$ cat config.mk
export PLATFORM = sky130hd
export DESIGN_NAME = buffer_in_flat
export DESIGN_NICKNAME = d
export VERILOG_FILES = /design/src/rtl/buffer_in_if.sv /design/src/rtl/buffer_in.sv /design/src/flat_wrapper.sv
export SDC_FILE = /design/constraint.sdc
export NUM_CORES = 1
export LEC_CHECK = 0
export ABC_CLOCK_PERIOD_IN_PS = 5500
export CORE_ASPECT_RATIO = 1.5
export CORE_UTILIZATION = 30
export DETAILED_ROUTE_END_ITERATION = 10
export PLACE_DENSITY = 0.7
export SLEW_MARGIN = 0
export SYNTH_ARGS = -nofsm -noshare
export SYNTH_HDL_FRONTEND = slang
export SYNTH_SLANG_ARGS = --single-unit
$ cat constraint.sdc
create_clock -name clk -period 5.5 [get_ports clk]
set_clock_uncertainty 0.15 [all_clocks]
set_input_delay 0.825 -clock clk [delete_from_list [all_inputs] [get_ports clk]]
set_output_delay 0.825 -clock clk [all_outputs]
set_load 0.05 [all_outputs]
$ cat src/rtl/buffer_in_if.sv
// ---------------------------------------------------------------------------
// buffer_in_if
// Bundles the signals between the issue stage, the common data bus (CDB), the
// downstream functional unit and one single-entry reservation buffer.
//
// Signals:
//   in_hasInput   issue stage presents an instruction this cycle
//   in_device     target device code of the issued instruction
//   in_algorithm  operation select for the unit
//   in_valueA/B   operands {ready[35], tag[34:32], value[31:0]}
//   device_now    this buffer's device code (tied constant)
//   cdb_buzy      CDB carries a valid broadcast this cycle
//   cdb_device    producing device tag of the broadcast
//   cdb_value     broadcast result
//   nxt_buzy      downstream unit busy, cannot accept
//   out_buzy      entry occupied
//   out_ready     entry occupied and both operands ready
//   out_algorithm stored operation
//   out_valueA/B  stored operands
//
// Modports: master = issue/CDB/unit side, slave = the buffer.
// ---------------------------------------------------------------------------
interface buffer_in_if;
   logic        in_hasInput;
   logic [2:0]  in_device;
   logic [1:0]  in_algorithm;
   logic [35:0] in_valueA;
   logic [35:0] in_valueB;
   logic [2:0]  device_now;
   logic        cdb_buzy;
   logic [2:0]  cdb_device;
   logic [31:0] cdb_value;
   logic        nxt_buzy;
   logic        out_buzy;
   logic        out_ready;
   logic [1:0]  out_algorithm;
   logic [35:0] out_valueA;
   logic [35:0] out_valueB;

   modport master (
      output in_hasInput, in_device, in_algorithm, in_valueA, in_valueB,
      output device_now, cdb_buzy, cdb_device, cdb_value, nxt_buzy,
      input  out_buzy, out_ready, out_algorithm, out_valueA, out_valueB
   );

   modport slave (
      input  in_hasInput, in_device, in_algorithm, in_valueA, in_valueB,
      input  device_now, cdb_buzy, cdb_device, cdb_value, nxt_buzy,
      output out_buzy, out_ready, out_algorithm, out_valueA, out_valueB
   );
endinterface

$ cat src/rtl/buffer_in.sv
// ---------------------------------------------------------------------------
// buffer_in
// Single-entry Tomasulo reservation buffer in front of one functional unit.
// Accepts an instruction issued to its own device, snoops the CDB to resolve
// pending operands, and presents the instruction to the unit once both
// operands are ready. The unit consumes it on any cycle where out_ready=1 and
// nxt_buzy=0.
//
// Ports:
//   clk  rising-edge clock
//   rst  synchronous active-high reset (clears the whole entry)
//   bus  buffer_in_if.slave (issue, CDB, downstream and stored-entry outputs)
// ---------------------------------------------------------------------------
module buffer_in (
   input  logic       clk,
   input  logic       rst,
   buffer_in_if.slave bus
);
   logic        r_buzy;
   logic [1:0]  r_algorithm;
   logic [35:0] r_value_a;
   logic [35:0] r_value_b;

   logic        w_ready;
   logic        w_dispatch;
   logic        w_accept;
   logic [35:0] w_src_a;
   logic [35:0] w_src_b;
   logic [35:0] w_fetch_a;
   logic [35:0] w_fetch_b;

   // A waiting operand whose tag matches a live broadcast takes the broadcast
   // value and becomes ready; a ready operand is never overwritten.
   function automatic logic [35:0] f_fetch_cdb(
      input logic [35:0] op,
      input logic        cdb_buzy,
      input logic [2:0]  cdb_device,
      input logic [31:0] cdb_value
   );
      logic [35:0] res;
      res = op;
      if (!op[35] && cdb_buzy && (cdb_device == op[34:32]))
         res = {1'b1, 3'b000, cdb_value};
      return res;
   endfunction

   // One fetch path per operand: snoops the stored operand while occupied,
   // the incoming operand while empty (same-cycle broadcast captured at issue).
   assign w_src_a   = r_buzy ? r_value_a : bus.in_valueA;
   assign w_src_b   = r_buzy ? r_value_b : bus.in_valueB;
   assign w_fetch_a = f_fetch_cdb(w_src_a, bus.cdb_buzy, bus.cdb_device, bus.cdb_value);
   assign w_fetch_b = f_fetch_cdb(w_src_b, bus.cdb_buzy, bus.cdb_device, bus.cdb_value);

   assign w_ready    = r_buzy & r_value_a[35] & r_value_b[35];
   assign w_dispatch = w_ready & ~bus.nxt_buzy;
   // Issue is only looked at while empty, so no refill on the dispatch cycle.
   assign w_accept   = ~r_buzy & bus.in_hasInput & (bus.in_device == bus.device_now);

   always_ff @(posedge clk) begin
      if (rst || w_dispatch) begin
         r_buzy      <= 1'b0;
         r_algorithm <= 2'b00;
         r_value_a   <= 36'd0;
         r_value_b   <= 36'd0;
      end else if (r_buzy) begin
         r_value_a   <= w_fetch_a;
         r_value_b   <= w_fetch_b;
      end else if (w_accept) begin
         r_buzy      <= 1'b1;
         r_algorithm <= bus.in_algorithm;
         r_value_a   <= w_fetch_a;
         r_value_b   <= w_fetch_b;
      end
   end

   assign bus.out_buzy      = r_buzy;
   assign bus.out_ready     = w_ready;
   assign bus.out_algorithm = r_algorithm;
   assign bus.out_valueA    = r_value_a;
   assign bus.out_valueB    = r_value_b;
endmodule

$ cat src/flat_wrapper.sv
// flat-port wrapper written by rule: the top's interface ports become plain ports
module buffer_in_flat 
  (clk, rst, bus_in_hasInput, bus_in_device, bus_in_algorithm, bus_in_valueA, bus_in_valueB, bus_device_now, bus_cdb_buzy, bus_cdb_device, bus_cdb_value, bus_nxt_buzy, bus_out_buzy, bus_out_ready, bus_out_algorithm, bus_out_valueA, bus_out_valueB);
  buffer_in_if bus_i ();
  input  logic clk;
  input  logic rst;
  input wire logic [$bits(bus_i.in_hasInput)-1:0] bus_in_hasInput;
  input wire logic [$bits(bus_i.in_device)-1:0] bus_in_device;
  input wire logic [$bits(bus_i.in_algorithm)-1:0] bus_in_algorithm;
  input wire logic [$bits(bus_i.in_valueA)-1:0] bus_in_valueA;
  input wire logic [$bits(bus_i.in_valueB)-1:0] bus_in_valueB;
  input wire logic [$bits(bus_i.device_now)-1:0] bus_device_now;
  input wire logic [$bits(bus_i.cdb_buzy)-1:0] bus_cdb_buzy;
  input wire logic [$bits(bus_i.cdb_device)-1:0] bus_cdb_device;
  input wire logic [$bits(bus_i.cdb_value)-1:0] bus_cdb_value;
  input wire logic [$bits(bus_i.nxt_buzy)-1:0] bus_nxt_buzy;
  output wire logic [$bits(bus_i.out_buzy)-1:0] bus_out_buzy;
  output wire logic [$bits(bus_i.out_ready)-1:0] bus_out_ready;
  output wire logic [$bits(bus_i.out_algorithm)-1:0] bus_out_algorithm;
  output wire logic [$bits(bus_i.out_valueA)-1:0] bus_out_valueA;
  output wire logic [$bits(bus_i.out_valueB)-1:0] bus_out_valueB;
  assign bus_i.in_hasInput = bus_in_hasInput;
  assign bus_i.in_device = bus_in_device;
  assign bus_i.in_algorithm = bus_in_algorithm;
  assign bus_i.in_valueA = bus_in_valueA;
  assign bus_i.in_valueB = bus_in_valueB;
  assign bus_i.device_now = bus_device_now;
  assign bus_i.cdb_buzy = bus_cdb_buzy;
  assign bus_i.cdb_device = bus_cdb_device;
  assign bus_i.cdb_value = bus_cdb_value;
  assign bus_i.nxt_buzy = bus_nxt_buzy;
  assign bus_out_buzy = bus_i.out_buzy;
  assign bus_out_ready = bus_i.out_ready;
  assign bus_out_algorithm = bus_i.out_algorithm;
  assign bus_out_valueA = bus_i.out_valueA;
  assign bus_out_valueB = bus_i.out_valueB;
  buffer_in u_core (.clk(clk), .rst(rst), .bus(bus_i));
endmodule
# After elaboration in Yosys (flattened, before gate mapping)
# Index checks and enable logic that the tools add are counted.
[totals]
regBits = 75
wordCells = 33
output_inout_bits = 76
in_bits = 120
[classes]
n_reduce_logical = 9
eq_ne = 3
muxes = 10
bitwise_logic = 7
[op_table]
columns = ["cell", "count"]
rows = [
  ["$mux 36", 8],
  ["$eq 3x3->1", 3],
  ["$and 1x1->1", 5],
  ["$logic_and 1x1->1", 4],
  ["$logic_not 1->1", 2],
  ["$mux 1", 2],
  ["$not 1->1", 2],
  ["$reduce_and 2->1", 1],
  ["$reduce_bool 2->1", 1],
  ["$logic_or 1x1->1", 1],
]

# Logic depth before layout (Yosys ltp)
# Gate-level depths: netlist of the first run.
[logic_depth]
word_depth = 7
mapped_depth = 8
ltp_nobuf = 5

# Worst setup path before layout of the first run
# No wires, ideal clock.
[synth_path]
path_type = "register to register"
startpoint = "reg u_core.r_buzy (netlist: u_core.bus.out_buzy)"
endpoint = "reg u_core.r_value_a[31] (netlist: u_core.bus.out_valueA[31])"
path_buffers = 3
setup_time_ns = 0.156
setup_slack_ns = 2.880
required_time_ns = 5.194
synth_period_minus_slack_ns = 2.620
arrival_time_ns = 2.314
stages_incl_launch_ff = 7
cell_sequence = "dfxtp_1 > buf_6 > clkbuf_1 > and3_1 > a21o_1 > clkbuf_1 > a221oi_1"
[synth_via]
word_cells_on_any_way = 16
classes_between = "eq/ne: 1; mux: 4; bitwise: 6; reduce/logical: 5"
[synth_lines]
columns = ["element", "line", "text"]
rows = [
  ["start: declaration", "buffer_in.sv:19", "logic r_buzy;"],
  ["start signal: assignment", "buffer_in.sv:61", "r_buzy <= 1'b0;"],
  ["start signal: assignment", "buffer_in.sv:69", "r_buzy <= 1'b1;"],
  ["$and 1x1->1 (2 in a row)", "buffer_in.sv:54", "assign w_ready = r_buzy & r_value_a[35] & r_value_b[35];"],
  ["net bus_out_ready", "flat_wrapper.sv:18", "output wire logic [$bits(bus_i.out_ready)-1:0] bus_out_ready;"],
  ["$and 1x1->1", "buffer_in.sv:55", "assign w_dispatch = w_ready & ~bus.nxt_buzy;"],
  ["$logic_or 1x1->1", "buffer_in.sv:60", "if (rst || w_dispatch) begin"],
  ["end signal: assignment", "buffer_in.sv:66", "r_value_a <= w_fetch_a;"],
  ["end signal: assignment", "buffer_in.sv:71", "r_value_a <= w_fetch_a;"],
  ["end: declaration", "buffer_in.sv:21", "logic [35:0] r_value_a;"],
]
# The timed path passes the listed nets, and every way through them passes these cells. The select of a mux whose other input is x is not followed.
# A chain may end at the register's enable or synchronous reset.

# Final worst setup path of the first run
[layout_path]
startpoint = "in bus_cdb_device[2]"
endpoint = "reg u_core.r_value_b[4] (netlist: u_core.bus.out_valueB[4])"
[layout_via]
elab_chain_cells = 5
[layout_lines]
columns = ["element", "line", "text"]
rows = [
  ["start: declaration", "flat_wrapper.sv:14", "input wire logic [$bits(bus_i.cdb_device)-1:0] bus_cdb_device;"],
  ["$eq 3x3->1 (*)", "buffer_in.sv:42", "if (!op[35] && cdb_buzy && (cdb_device == op[34:32]))"],
  ["$logic_and 1x1->1 (*)", "buffer_in.sv:42", ""],
  ["$mux 36 (*)", "buffer_in.sv:42", ""],
  ["$mux 36", "buffer_in.sv:68", "end else if (w_accept) begin"],
  ["$mux 36 (*)", "buffer_in.sv:65", "end else if (r_buzy) begin"],
  ["end signal: assignment", "buffer_in.sv:67", "r_value_b <= w_fetch_b;"],
  ["end signal: assignment", "buffer_in.sv:72", "r_value_b <= w_fetch_b;"],
  ["end: declaration", "buffer_in.sv:22", "logic [35:0] r_value_b;"],
]
# Every way passes the cells marked *; elsewhere a longest branch is shown, timed or not. The select of a mux whose other input is x is not followed.

==> results of run 1 <==
[per-stage QoR]
stage	utilization [%]	cell area, um^2
floorplan	-	4030
global placement	46.2	6040
detailed placement	46.2	6040
CTS	48.7	6370
global route	48.7	6370
finish	48.7	6370
[worst min-delay path: cells and delay by family (launching register included)]
family / cells / cell delay [ns]
flops: 1 / 0.30
buf+inv: 1 / 0.06
compound gates: 1 / 0.05
[logic make-up (layout without fill, tap and decap cells)]
kind of cell	Yosys count	after routing	synth area share (%)
buffers and inverters	114	285	12.9
and+or+nand+nor	91	91	10.1
xor gates and xnor gates	11	11	2.39
DFF	75	75	37.2
AOI/OAI and AO/OA	143	143	35.9
muxes	6	6	1.49
[registers in the layout, indices dropped and copies added (netlist names)]
register                  count
u_core.bus.out_valueA        36
u_core.bus.out_valueB        36
u_core.bus.out_algorithm      2
u_core.bus.out_buzy           1
[cells in the final DEF, fill, tap and decap left out, types with 8 or more instances in the layout]
cell type,count
a221oi_2,58
clkbuf_16,9
nand2_1,66
inv_1,67
xor2_1,11
dfxtp_1,75
a221oi_1,8
a31oi_1,62
clkdlybuf4s50_1,194
[worst min path at each step]
stage                     cells after the start                                   start                                endpoint  slack, ns
after floorplan                               2  u_core.bus.out_valueB[32]$_SDFFE_PP0P_  u_core.bus.out_valueB[32]$_SDFFE_PP0P_       0.53
after detailed placement                      2  u_core.bus.out_valueA[12]$_SDFFE_PP0P_  u_core.bus.out_valueA[12]$_SDFFE_PP0P_       0.30
after global placement                        2  u_core.bus.out_valueB[11]$_SDFFE_PP0P_  u_core.bus.out_valueB[11]$_SDFFE_PP0P_       0.30
final                                         2  u_core.bus.out_valueA[12]$_SDFFE_PP0P_  u_core.bus.out_valueA[12]$_SDFFE_PP0P_       0.31
after CTS                                     2  u_core.bus.out_valueA[12]$_SDFFE_PP0P_  u_core.bus.out_valueA[12]$_SDFFE_PP0P_       0.31
after global routing                          2  u_core.bus.out_valueA[29]$_SDFFE_PP0P_  u_core.bus.out_valueA[29]$_SDFFE_PP0P_       0.32
[power by group]
part	internal (uW)	leakage [uW]	switching (uW)
combinational	183	0.00147	252
sequential	572	0.000609	18.1
clock	422	0.000159	228
[final cells by class]
| cell class | count | area [um^2] | share of cell area (%) |
|---|---|---|---|
| well taps | 159 | 199 | 3.12 |
| flip-flops and latches | 75 | 1500 | 23.6 |
| inverters | 67 | 251 | 3.95 |
| clock buffers | 12 | 256 | 4.03 |
| multi-input cells | 251 | 2080 | 32.6 |
| repair buffers | 202 | 2010 | 31.6 |
| clock inverters | 4 | 72.6 | 1.14 |
[layer usage]
metal  vias up  GRT usage (%)
met5         -              0
met4         0           7.31
met3        25           3.77
met2       154           35.6
met1      1941           20.0
li1       1939              -
==> metrics.yaml, run 1 <==
floorplan:
  start_util_pct: 30.8
  dieWidth_um: 96.7
  design.core.area_um2: 13100
  die_h_um: 144
  dieArea_um2: 13900
  num_rows: 51
  pin_count: 196
detailed_routing:
  initialDrtViolationCount: 143
  wl_per_cell_um: 17.3
  wl_met3_um: 652
  first_pass_iters: 4
  maxUsedRoutingLayer: "met4"
  dr_wl_met2_mm: 7.20
  drt_wl_total_mm: 13.4
  wl_met1_mm: 5.14
  num_vias: 4059
  drtAntennaViolNets: 0
  drc: 0
  vias_per_cell: 5.27
min_path:
  min_path_type: "reg -> reg"
critical_path:
  path_cells: "clkdlybuf4s50_1, xor2_1, o32ai_1, and3_1, buf_4, a31oi_1, a221oi_2"
  arrival_ns: 3.57
  r2r_start: "u_core.bus.out_buzy$_SDFF_PP0_"
  critPathRequiredTime_ns: 5.58
  crit_end: "u_core.bus.out_valueB[4]$_SDFFE_PP0P_"
  path_class: "in -> reg"
  critPathTopFamily: "compound AO/OA/AOI/OAI gates"
  end_kind: "register"
  regToRegEndpoint: "u_core.bus.out_valueB[4]$_SDFFE_PP0P_"
  rr_worst_depth: 6
  slowest_stage: "and3_1"
  crit_start: "bus_cdb_device[2]"
  crit_cells: 7
  cp_slowest_stage_delay_ns: 0.69
  rrSetupSlack_ns: 2.14
  timing.critical_path.buf_inv: 2
  worst_setup_path_start_kind: "input port"
  critPathMaxFanout: 17
yosys:
  avgSynthCellArea_um2: 9.17
  synth.net_count: 560
  yosys.area.top_type: "dfxtp_1"
  synthTopCellsByArea: "dfxtp_1 (37%), a221oi_2 (22%), a31oi_1 (9.9%), inv_1 (6.2%), nand2_1 (6.1%)"
  synth_edf_count: 0
  synth_ff_type: "dfxtp_1"
  synth_common_cells: "dfxtp_1 (75), inv_1 (67), nand2_1 (66)"
  ys_types: 27
  yosysSeqAreaShare_pct: 37.2
  yosys_warnings: 0
  async_flop_share_pct: 0
  ys_ff_latch: 75
  synth_most_common_cell: "dfxtp_1"
  syn_area_um2: 4030
  syn_inst: 440
  synth_top_area_share_pct: 37.2
final_layout:
  nets: 726
  n_antenna_cell: 0
  syn_to_final_growth_pct: 57.9
  layout-drive-gt1-share_pct: 14.2
  num-fill-cells: 1220
  fin_cells: 770
power_and_ir_drop:
  finalPower_uw: 1670
  ir_drop_uv: 170
  leakage_uw: 0.00223
  p_per_area_nw_per_um2: 263
cts:
  numCtsBuffers: 9
  cts.sinks: 75
  root_buffer: "clkbuf_16"
  cts_tree: "built"
  cts_setup_buffers: 0
  htree_levels: 3
  post_cts_resized: 0
  clkTransAtPathRegs_ns: 0.06
  clk_path_buf_depth: 2
  hold_buffers: 0
  clk_latency_ns: 0.32
timing:
  hold_violations: 0
  rsz0062_at_grt: "no"
  worstMarginPinSlew_ns: 1.18
  fmax_mhz: 286
  setup_viol: 0
  fin_ws_ns: 2.00
  slew-limit-headroom_pct: 21.7
  drv_slew: 0
  min_period_ns: 3.50
  period_share_pct: 63.6
  tns_ns: 0
  hold_ws_ns: 0.308
job:
  maxCapViolations: 0
global_routing:
  overflow: 0
  antenna_found_initial: 0
  grt_max_degree: 76
  grt_util_all_layers_pct: 18.6
  grt_pass1_vias: 4262
  grt_pass1_wl_mm: 20.9
run_status:
  run_status: "finished, final reports clean"
placed_design:
  post-place-ws_ns: 1.66
  place_congestion: 0.785
  dp_hpwl_mm: 9.51
  portBuffers: 195
  place_inst: 754
Note: power is estimated with default switching activity, not from simulation.
==> run 2, diff against run 1 <==
--- a/config.mk
+++ b/config.mk
@@ -5,7 +5,7 @@
 export SDC_FILE = /design/constraint.sdc
 export NUM_CORES = 1
 export LEC_CHECK = 0
-export ABC_CLOCK_PERIOD_IN_PS = 5500
+export ABC_CLOCK_PERIOD_IN_PS = 3640
 export CORE_ASPECT_RATIO = 1.5
 export CORE_UTILIZATION = 30
 export DETAILED_ROUTE_END_ITERATION = 10
==> constraint.sdc (replaced) <==
create_clock -name clk -period 3.64 [get_ports clk]
set_clock_uncertainty 0.15 [all_clocks]
set_input_delay 0.546 -clock clk [delete_from_list [all_inputs] [get_ports clk]]
set_output_delay 0.546 -clock clk [all_outputs]
set_load 0.05 [all_outputs]
==> run 2 against run 1 <==
Setup slack lost 1.4 ns. Sequential power grew 51%. Cell area grew 0.82%. Flip-flop and latch count is the same. Utilization grew 0.40 points. First-iteration DRC count grew 12%. Critical path type is now reg -> out. Largest cell class unchanged.
==> metrics.yaml, run 2 (synthesized netlist as in run 1, its figures left out) <==
cts:
  cts_setup_buffers: 0
  cts.sinks: 75
  root_buffer: "clkbuf_16"
  clkTransAtPathRegs_ns: 0.06
  clk_path_buf_depth: 2
  post_cts_resized: 0
  clk_latency_ns: 0.33
  hold_buffers: 0
  cts_tree: "built"
  numCtsBuffers: 9
  htree_levels: 3
final_layout:
  syn_to_final_growth_pct: 59.2
  final_cell_mix: "clkdlybuf4s50_1 (194), dfxtp_1 (75), inv_1 (67)"
  nets: 733
  num-fill-cells: 1225
  n_antenna_cell: 0
  ff_latch_area_um2: 1500
  multi_input_area_um2: 2080
  final_common_cell: "clkdlybuf4s50_1"
  layout-drive-gt1-share_pct: 15.1
timing:
  hold_ws_ns: 0.312
  worstMarginPinSlew_ns: 0.804
  min_period_ns: 3.03
  setup_viol: 0
  rsz0062_at_grt: "no"
  fmax_mhz: 330
  drv_slew: 0
  slew-limit-headroom_pct: 46.3
  hold_violations: 0
  tns_ns: 0
  period_share_pct: 83.1
global_routing:
  overflow: 0
  grt_pass1_wl_mm: 20.5
  gr-usage-met1_pct: 19.7
  groute.layer.met2.usage_pct: 34.9
  grt_max_degree: 39
  grtUsageMet3_pct: 3.38
  grt_pass1_vias: 4142
  grt-busiest-layer: "met2"
  grt_util_all_layers_pct: 18.6
  antenna_found_initial: 0
power_and_ir_drop:
  comb_power_share_pct: 26.4
  p_int_uw: 1760
  p_switching_uw: 764
  ir_drop_uv: 217
  pwr-share-clk_pct: 38.3
  leakage_uw: 0.00227
  p_per_area_nw_per_um2: 394
  seqPwrFrac_pct: 35.3
  swShare_pct: 30.2
placed_design:
  portBuffers: 195
  dp_hpwl_mm: 9.97
  place_congestion: 0.845
critical_path:
  cp_slowest_stage_delay_ns: 0.84
  arrival_ns: 2.33
  path_class: "reg -> out"
  worst_setup_path_start_kind: "register"
  path_cells: "and3_1, clkdlybuf4s50_1"
  crit_start: "u_core.bus.out_buzy$_SDFF_PP0_"
  critPathTopFamily: "flip-flops"
  slowest_stage: "dfxtp_1"
  timing.critical_path.buf_inv: 1
  critPathRequiredTime_ns: 2.94
  end_kind: "output pin"
  critPathMaxFanout: 20
  r2r_start: "u_core.bus.out_buzy$_SDFF_PP0_"
detailed_routing:
  vias_per_cell: 5.29
  initialDrtViolationCount: 160
  num_vias: 4108
  wl_per_cell_um: 17.5
  drc: 0
  drt_wl_total_mm: 13.6
  drtAntennaViolNets: 0
  first_pass_iters: 6
min_path:
  min_path_type: "reg -> reg"
  min_from: "u_core.bus.out_valueA[10]$_SDFFE_PP0P_"
floorplan:
  die_h_um: 144
  num_rows: 51
  dieWidth_um: 96.7
  dieArea_um2: 13900
  design.core.area_um2: 13100
  pin_count: 196
  start_util_pct: 30.8
run_status:
  run_status: "finished, final reports clean"
job:
  maxCapViolations: 0
[run 2: changes by cell type in the layout (fill, tap and decap cells not counted)]
cell | previous run | this run
buf_4 | 6 | 12
clkinvlp_4 | 1 | 0
buf_12 | 1 | 2
clkbuf_8 | 2 | 1
inv_6 | 0 | 1
[run 2: path summary, 6_finish.rpt]
check                                            to  slack, ns  depth (start not counted)
min          u_core.bus.out_valueA[10]$_SDFFE_PP0P_       0.31                          2
min reg2reg  u_core.bus.out_valueA[10]$_SDFFE_PP0P_       0.31                          2
max reg2reg  u_core.bus.out_valueA[12]$_SDFFE_PP0P_       0.82                          6
max                                   bus_out_ready       0.61                          2
[run 2: routing by layer]
| layer | up-vias | routed length (um) |
|---|---|---|
| li1 | 1950 | - |
| met5 | - | 0 |
| met4 | 0 | 482 |
| met2 | 166 | 7070 |
| met1 | 1961 | 5340 |
| met3 | 31 | 716 |
[run 2: worst reg2reg max path, cell delays in order, from the launching register on]
cell and delay, ns:
dfxtp_1 0.84, mux2i_1 0.30, xor2_1 0.20, a41oi_4 0.55
buf_4 0.34, nand2_1 0.11, a221oi_2 0.23
[run 2: layout make-up]
class / count / share of cell area [%]
clock buffer: 11 / 3.78
clock inverter: 4 / 1.15
inverter: 67 / 3.92
multi-input combinational: 251 / 32.4
sequential: 75 / 23.4
tap: 159 / 3.10
timing repair buffer: 209 / 32.3
[run 2: metrics by stage]
step / cells / setup slack, ns / cell area (um^2) / power [uW] / utilization (%)
after CTS: 776 / 0.559 / 6420 / 2550 / 49.1
final: 776 / 0.614 / 6420 / 2530 / 49.1
after global routing: 776 / 0.499 / 6420 / 2620 / 49.1
after floorplan: 440 / 1.02 / 4030 / 1290 / -
after detailed placement: 761 / 0.596 / 6110 / 1580 / 46.7
after global placement: 761 / 0.710 / 6110 / 1570 / 46.7
[run 2: power by group through the flow]
| stage | clock [uW] | sequential (uW) | combinational [uW] |
|---|---|---|---|
| final | 970 | 892 | 668 |
| after global routing | 1020 | 897 | 703 |
| after CTS | 991 | 892 | 670 |
| after detailed placement | 0 | 910 | 668 |
| after global placement | 0 | 908 | 658 |
| after floorplan | 0 | 1050 | 240 |
